<file path="src/rtl/game_input_pkg.sv">
// Shared constants, payload type and helpers for the button-to-move path.
package game_input_pkg;

    localparam int unsigned NUM_BTNS          = 4;
    localparam int unsigned DIR_W             = 2;
    localparam int unsigned DEBOUNCE_BITS_DEF = 18;

    localparam logic [DIR_W-1:0] DIR_UP    = 2'd0;
    localparam logic [DIR_W-1:0] DIR_DOWN  = 2'd1;
    localparam logic [DIR_W-1:0] DIR_LEFT  = 2'd2;
    localparam logic [DIR_W-1:0] DIR_RIGHT = 2'd3;

    // One-entry move slot.
    typedef struct packed {
        logic             valid;
        logic [DIR_W-1:0] dir;
    } move_slot_t;

    // Highest-priority press: up > down > left > right.
    function automatic logic [DIR_W-1:0] pick_dir(input logic [NUM_BTNS-1:0] press);
        logic [DIR_W-1:0] dir;
        dir = DIR_RIGHT;
        if (press[2]) dir = DIR_LEFT;
        if (press[1]) dir = DIR_DOWN;
        if (press[0]) dir = DIR_UP;
        return dir;
    endfunction

    // {right,left,down,up} one-hot of a direction code.
    function automatic logic [NUM_BTNS-1:0] dir_onehot(input logic [DIR_W-1:0] dir);
        return NUM_BTNS'(4'b0001 << dir);
    endfunction

endpackage

</file>
<file path="src/rtl/button_debouncer.sv">
// One button: two-flop synchronizer followed by a persistence-count debouncer.
module button_debouncer #(
    parameter int unsigned DEBOUNCE_BITS = 18
) (
    input  logic clk,
    input  logic reset,
    input  logic raw_i,
    output logic stable_o
);

    logic                     sync1_q;
    logic                     sync2_q;
    logic                     stable_q;
    logic                     stable_d;
    logic [DEBOUNCE_BITS-1:0] cnt_q;
    logic [DEBOUNCE_BITS-1:0] cnt_d;

    // Synchronizer chain for the asynchronous pin.
    always_ff @(posedge clk or posedge reset) begin
        if (reset) begin
            sync1_q <= 1'b0;
            sync2_q <= 1'b0;
        end else begin
            sync1_q <= raw_i;
            sync2_q <= sync1_q;
        end
    end

    // A level change must persist until the counter saturates before it is accepted.
    always_comb begin
        stable_d = stable_q;
        cnt_d    = '0;
        if (sync2_q != stable_q) begin
            if (cnt_q == '1) begin
                stable_d = ~stable_q;
            end else begin
                cnt_d = cnt_q + DEBOUNCE_BITS'(1);
            end
        end
    end

    // Debounce state register.
    always_ff @(posedge clk or posedge reset) begin
        if (reset) begin
            stable_q <= 1'b0;
            cnt_q    <= '0;
        end else begin
            stable_q <= stable_d;
            cnt_q    <= cnt_d;
        end
    end

    assign stable_o = stable_q;

endmodule

</file>
<file path="src/rtl/move_input_conditioner.sv">
// Debounces the four game buttons and queues one move per clean press
// in a single-entry slot consumed on the frame tick.
module move_input_conditioner
    import game_input_pkg::*;
#(
    parameter int unsigned DEBOUNCE_BITS = DEBOUNCE_BITS_DEF
) (
    input  logic                clk,
    input  logic                reset,
    input  logic [NUM_BTNS-1:0] btn_raw,
    input  logic                frame_tick,
    input  logic                enable,
    output logic                move_valid,
    output logic [DIR_W-1:0]    move_dir,
    output logic [NUM_BTNS-1:0] move_onehot,
    output logic                any_pressed
);

    logic [NUM_BTNS-1:0] stable;
    logic [NUM_BTNS-1:0] stable_dly_q;
    logic [NUM_BTNS-1:0] press;
    move_slot_t          slot_q;
    move_slot_t          slot_d;

    for (genvar i = 0; i < NUM_BTNS; i++) begin : g_btn
        button_debouncer #(
            .DEBOUNCE_BITS (DEBOUNCE_BITS)
        ) u_deb (
            .clk      (clk),
            .reset    (reset),
            .raw_i    (btn_raw[i]),
            .stable_o (stable[i])
        );
    end

    // Delayed debounced levels for rising-edge (press) detection.
    always_ff @(posedge clk or posedge reset) begin
        if (reset) begin
            stable_dly_q <= '0;
        end else begin
            stable_dly_q <= stable;
        end
    end

    // Press events only; releases are ignored.
    always_comb begin
        press = stable & ~stable_dly_q;
    end

    // Slot update: disable flushes, consume frees, a free slot takes the top press.
    always_comb begin
        slot_d = slot_q;
        if (!enable) begin
            slot_d.valid = 1'b0;
        end else begin
            if (slot_q.valid && frame_tick) begin
                slot_d.valid = 1'b0;
            end
            if (!slot_d.valid && (press != '0)) begin
                slot_d.valid = 1'b1;
                slot_d.dir   = pick_dir(press);
            end
        end
    end

    // Slot register.
    always_ff @(posedge clk or posedge reset) begin
        if (reset) begin
            slot_q <= '0;
        end else begin
            slot_q <= slot_d;
        end
    end

    assign move_valid  = slot_q.valid;
    assign move_dir    = slot_q.dir;
    assign move_onehot = slot_q.valid ? dir_onehot(slot_q.dir) : '0;
    assign any_pressed = |stable;

endmodule

</file>
<file path="config.mk">
export PLATFORM = sky130hd
export DESIGN_NAME = move_input_conditioner
export DESIGN_NICKNAME = d
export VERILOG_FILES = /design/src/rtl/game_input_pkg.sv /design/src/rtl/button_debouncer.sv /design/src/rtl/move_input_conditioner.sv
export SDC_FILE = /design/constraint.sdc
export NUM_CORES = 1
export LEC_CHECK = 0
export CAP_MARGIN = 40
export CORE_ASPECT_RATIO = 0.75
export CORE_MARGIN = 1.5
export CORE_UTILIZATION = 60
export CTS_BUF_LIST = sky130_fd_sc_hd__clkbuf_16
export CTS_CLUSTER_DIAMETER = 40
export DETAILED_ROUTE_END_ITERATION = 7
export GPL_TIMING_DRIVEN = 0
export PLACE_DENSITY = 0.83
export SYNTH_ARGS = -nofsm -noshare
export SYNTH_HDL_FRONTEND = slang
export SYNTH_SLANG_ARGS = --single-unit
</file>
<file path="constraint.sdc">
create_clock -name clk -period 3.6 [get_ports clk]
set_input_delay 0.36 -clock clk [delete_from_list [all_inputs] [get_ports clk]]
set_output_delay 0.36 -clock clk [all_outputs]
set_load 0.03 [all_outputs]
</file>
==> results of run 1 <==
layer usage:
| metal | global-route usage (%) | part of all wire [%] | up-vias |
|---|---|---|---|
| met3 | 6.06 | 3.7 | 6 |
| met1 | 30.6 | 47 | 1454 |
| li1 | - | - | 1471 |
| met4 | 8.29 | 1.0 | 0 |
| met5 | 0 | 0 | - |
| met2 | 37.2 | 48 | 57 |
cell type report:
type                            instances  area, µm²  area share [%]
Clock inverter                          7        116            2.39
Timing Repair Buffer                   16        170            3.49
Multi-Input combinational cell        297       1890            38.8
Inverter                               17       66.3            1.36
Clock buffer                            9        225            4.62
Sequential cell                        91       2280            46.8
Buffer                                  4       17.5           0.360
Tap cell                               84        105            2.16
power groups by stage:
stage	registers [mW]	clock network [mW]	logic, mW
6_report	1.06	1.06	0.0765
3_5_place_dp	1.07	0	0.0784
2_1_floorplan	1.07	0	0.0501
5_1_grt	1.06	1.12	0.0872
4_1_cts	1.06	1.08	0.0788
3_3_place_gp	1.07	0	0.0720
worst min path at each step:
stage          slack [ps]                   start  cells past startpoint                     end
3_5_place_dp          340  g_btn[3].u_deb.sync1_q                      0  g_btn[3].u_deb.sync2_q
3_3_place_gp          330  g_btn[3].u_deb.sync1_q                      0  g_btn[3].u_deb.sync2_q
6_report              360  g_btn[3].u_deb.sync1_q                      0  g_btn[3].u_deb.sync2_q
5_1_grt               370  g_btn[3].u_deb.sync1_q                      0  g_btn[3].u_deb.sync2_q
2_1_floorplan         330  g_btn[0].u_deb.sync1_q                      0  g_btn[0].u_deb.sync2_q
4_1_cts               360  g_btn[3].u_deb.sync1_q                      0  g_btn[3].u_deb.sync2_q
sequential cells by signal (all words and copies together) (netlist names):
register / cells
g_btn.u_deb.sync1_q: 4
g_btn.u_deb.cnt_q: 72
stable_dly_q: 4
move_valid: 1
g_btn.u_deb.stable_o: 4
move_dir: 2
g_btn.u_deb.sync2_q: 4
metrics by stage:
stage | instances | setup TNS, ps | hold slack, ps
finish | 525 | 0 | 361
global route | 525 | 0 | 369
CTS | 525 | 0 | 362
detailed placement | 509 | 0 | 338
global placement | 508 | -34350 | 333
floorplan | 409 | 0 | 331
placed cells by master (no fill, tap or decap), types with 14 or more instances in the layout:
master	instances
nand3_1	22
nor3_1	14
clkdlybuf4s50_1	15
nor2_1	79
nor4_1	17
xnor2_1	45
dfrtp_1	91
xor2_1	16
nand4_1	18
inv_1	16
nand2_1	21
kinds of logic (layout without fill, tap and decap cells):
logic type | count (synthesis) | after routing | share of synthesized area [%]
xor gates and xnor gates | 61 | 61 | 12.6
and+or+nand+nor | 207 | 207 | 26.1
DFF | 91 | 91 | 53.6
muxes | 6 | 6 | 1.56
buffers and inverters | 21 | 53 | 1.91
AOI/OAI and AO/OA | 19 | 19 | 3.09
adders and majority gates | 4 | 4 | 1.18
==> flow_metrics.tcl, run 1 <==
set metrics [dict create \
    status "completed" \
    crit_arrival_ps 1930 \
    min_period_over_period_pct 63.5 \
    initial_core_util_pct 62.2 \
    r2r-end "g_btn[3].u_deb.cnt_q[1]" \
    rr_startpoint "g_btn[3].u_deb.cnt_q[0]" \
    clk_pin_slew_ps 60 \
    worst-path-stages 2 \
    ant_nets 0 \
    ios 16 \
    wirelength_um 8000 \
    holdCritPathClass "register to register" \
    cts-root-buf "clkbuf_16" \
    relSlewSlack_pct 61.0 \
    setup_slack_ps 1310 \
    ys_seq_area_share_pct 53.6 \
    htreeDepth 3 \
    final_core_util_pct 71.3 \
    fin_crit_ps 2290 \
    syn_to_final_growth_pct 14.6 \
    io_buffers 15 \
    setup_viol 0 \
    skew_ps 8.72 \
    vias 2988 \
    worstMarginPinSlew_ps 586 \
    grt_pass1_vias 2864 \
    synth_warnings 0 \
    first_pass_iters 4 \
    antenna_found_initial 0 \
    r2r_slack_ps 1440 \
    drtIter0Drc 154 \
    cp-start-kind "register" \
    place_area_um2 4530 \
    postCtsSetupRepairBufs 0 \
    path_cells "or4_1 > clkdlybuf4s50_1" \
    netlist-cell-type-count 40 \
    die_w_um 100 \
    cp_top_family "buffers and inverters" \
    dieArea_um2 7600 \
    hold_viol 0 \
    leakage_nw 1.98 \
    power_density_nw_per_um2 451 \
    cap_violations 0 \
    async_flop_share_pct 100 \
    drv_slew 0 \
    reg2reg_depth 6 \
    synth_fp_nets 421 \
    finish.net_count 448 \
    antennaDiodeCount 0 \
    final_area_um2 4870 \
    clock_path_buffers 2 \
    post_route_cells_drive_above_1_share_pct 9.30 \
    viasPerCell 5.69 \
    critPathBufInv 1 \
    rsz0062_at_grt "no" \
    power_mw 2.20 \
    wl_per_cell_um 15.2 \
    tritoncts "yes" \
    grt_overflow 0 \
    crit_path_max_fanout 5 \
    coreArea_um2 6830 \
    crit_required_ps 3240 \
    worstSetupStartpoint "g_btn[3].u_deb.stable_o" \
    synth_edf_count 0 \
    yosysMostFrequentCell "dfrtp_1" \
    critPathKind "register to primary output" \
    drt_drc_violations_left 0 \
    grt_first_pass_wirelength_um 13400 \
    yosys_register_bits 91 \
    ys_top_cells_by_area "dfrtp_1 (54%), xnor2_1 (9.3%), nor2_1 (7.0%)" \
    power_frac_clock_pct 48.4 \
    slowest_stage "clkdlybuf4s50_1" \
    seqPwrFrac_pct 48.1 \
    cp-end-kind "primary output" \
    routabilityCongestion 0.800 \
    place_hpwl_um 5310 \
    switching_share_pct 20.7 \
    core.rowCount 26 \
    fp.dieH_um 75.9 \
    max_freq_mhz 438 \
    power_frac_comb_pct 3.5 \
    synth_top_area_share_pct 53.6 \
    cts_resized 0 \
    postCtsHoldBufs 0 \
    switchingPower_uw 454 \
    ir_worst_vdd_mv 0.261 \
    nFillCells 474 \
    clock-sinks 91 \
    synth_commonest_cells "dfrtp_1 (91), nor2_1 (79), xnor2_1 (45)" \
    numCtsBuffers 9 \
    grt_max_degree 49 \
    syn_inst 409 \
    synth_top_cell_by_area "dfrtp_1" \
    synth-main-ff-cell "dfrtp_1" \
    slowest_delay_ps 610 \
    clock_latency_ps 340 \
    netlist_area_um2 4250 \
    track_usage_pct 23.0 \
    dp_slack_ps 1530 \
    crit_end "any_pressed" \
    intPower_mw 1.74 \
    syn_avg_cell_area_um2 10.4 \
]
Power figures use the tool's default switching activity.
==> inputs of run 2 (changes only) <==
- clock period: 3.6 -> 2.3 ns (I/O delays scaled with it)
==> run 2 against run 1 <==
Compared with the run above: sequential cell count unchanged; non-clock buffer count up 1; sequential share of layout area about the same; clock-buffer cell count unchanged; setup slack worse by 1300 ps; first-iteration DRC count up 6.5%; sequential power up 56%; via count down 0.13%; clock power up 46%; critical path type unchanged; largest cell class unchanged.
==> flow_metrics.tcl, run 2 (synthesis results as in run 1) <==
set metrics [dict create \
    grt_pass1_vias 2788 \
    ir_worst_vdd_mv 0.464 \
    ios 16 \
    drv_slew 0 \
    crit_path_max_fanout 5 \
    ant_nets 0 \
    final_cell_mix "dfrtp_1 (91), nor2_1 (79), xnor2_1 (45), nand3_1 (22), nand2_1 (21)" \
    grt_overflow 0 \
    core.rowCount 26 \
    cp-end-kind "primary output" \
    io_buffers 15 \
    clk_pin_slew_ps 60 \
    postCtsSetupRepairBufs 0 \
    final_core_util_pct 71.2 \
    vias 2984 \
    finish.net_count 449 \
    tritoncts "yes" \
    first_pass_iters 4 \
    relSlewSlack_pct 63.2 \
    reg2reg_depth 6 \
    holdCritPathClass "input pin to async pin" \
    fin_crit_ps 2240 \
    drtIter0Drc 164 \
    fp.dieH_um 75.9 \
    worstSetupStartpoint "g_btn[2].u_deb.stable_o" \
    leakage_nw 1.98 \
    routabilityCongestion 0.809 \
    rsz0062_at_grt "no" \
    top_register "g_btn.u_deb.cnt_q" \
    dieArea_um2 7600 \
    grt_first_pass_wirelength_um 13300 \
    antennaDiodeCount 0 \
    clock_path_buffers 2 \
    initial_core_util_pct 62.2 \
    rr_startpoint "g_btn[3].u_deb.cnt_q[0]" \
    syn_to_final_growth_pct 14.5 \
    cap_violations 0 \
    min_period_over_period_pct 97.4 \
    cts-root-buf "clkbuf_16" \
    r2r-end "g_btn[3].u_deb.cnt_q[8]" \
    wirelength_um 7750 \
    drt_drc_violations_left 0 \
    numCtsBuffers 9 \
    die_w_um 100 \
    grt_max_degree 40 \
    cp-start-kind "register" \
    setup_viol 0 \
    antenna_found_initial 0 \
    viasPerCell 5.67 \
    track_usage_pct 22.9 \
    htreeDepth 3 \
    power_density_nw_per_um2 683 \
    max_freq_mhz 446 \
    holdWs_ps 311 \
    r2r_slack_ps 250 \
    final_common_cell "dfrtp_1" \
    worstMarginPinSlew_ps 551 \
    crit_arrival_ps 2010 \
    place_hpwl_um 5200 \
    post_route_cells_drive_above_1_share_pct 9.05 \
    critPathKind "register to primary output" \
    clock_latency_ps 340 \
    postCtsHoldBufs 0 \
    largest_reg_flops 72 \
    cts_resized 0 \
    status "completed" \
    coreArea_um2 6830 \
    wl_per_cell_um 14.7 \
    crit_end "any_pressed" \
    skew_ps 7.21 \
    hold_viol 0 \
    finalSetupTns_ps 0 \
    crit_required_ps 2070 \
    clock-sinks 91 \
]
run 2: per-stage QoR:
stage | total power [mW] | cell area, µm² | setup WS [ps] | instances
finish | 3.33 | 4870 | 59.5 | 526
global route | 3.45 | 4870 | 20.4 | 526
CTS | 3.36 | 4870 | 45.8 | 526
detailed placement | 1.81 | 4550 | 262 | 510
global placement | 1.79 | 4510 | 99.5 | 508
floorplan | 1.76 | 4250 | 626 | 409
run 2: worst min-delay path by stage:
stage | end | from | slack, ps
floorplan | g_btn[0].u_deb.sync1_q | btn_raw[0] | 260
global placement | g_btn[3].u_deb.sync2_q | g_btn[3].u_deb.sync1_q | 330
detailed placement | g_btn[3].u_deb.sync2_q | g_btn[3].u_deb.sync1_q | 340
CTS | g_btn[3].u_deb.cnt_q[14] | reset | 320
global route | g_btn[1].u_deb.sync1_q | btn_raw[1] | 320
finish | g_btn[3].u_deb.sync2_q | reset | 310
run 2: final cells by class:
cell class / instances / area (µm²)
multi-input cells: 297 / 1890
clock buffers: 9 / 225
repair buffers: 17 / 190
clock inverters: 7 / 92.6
fillers: 474 / 1960
inverters: 17 / 67.6
flip-flops and latches: 91 / 2280
well taps: 84 / 105
plain buffers: 4 / 17.5
run 2: metal layers:
layer | vias to the layer above | share of wire, % | track usage, %
li1 | 1474 | - | -
met1 | 1454 | 48 | 30.5
met2 | 49 | 48 | 36.8
met3 | 7 | 3.5 | 5.87
met4 | 0 | 0.97 | 8.76
met5 | - | 0 | 0
run 2: critical path, cell delays in order, from the launching register on:
cell and delay (ps):
dfrtp_1 440, or4_1 600, clkdlybuf4s50_1 630
run 2: power breakdown:
group	switching [mW]	internal [mW]	total, mW
Sequential	0.0258	1.63	1.65
Combinational	0.0786	0.0445	0.123
Clock	0.604	0.947	1.55
Total	0.708	2.62	3.33
==> inputs of run 3 (changes only) <==
- CTS_CLUSTER_DIAMETER: 40 -> 80
- GPL_ROUTABILITY_DRIVEN: unset -> 0
==> results of run 3 <==
The final DEF is identical to that of run 2; final timing and power are the same.
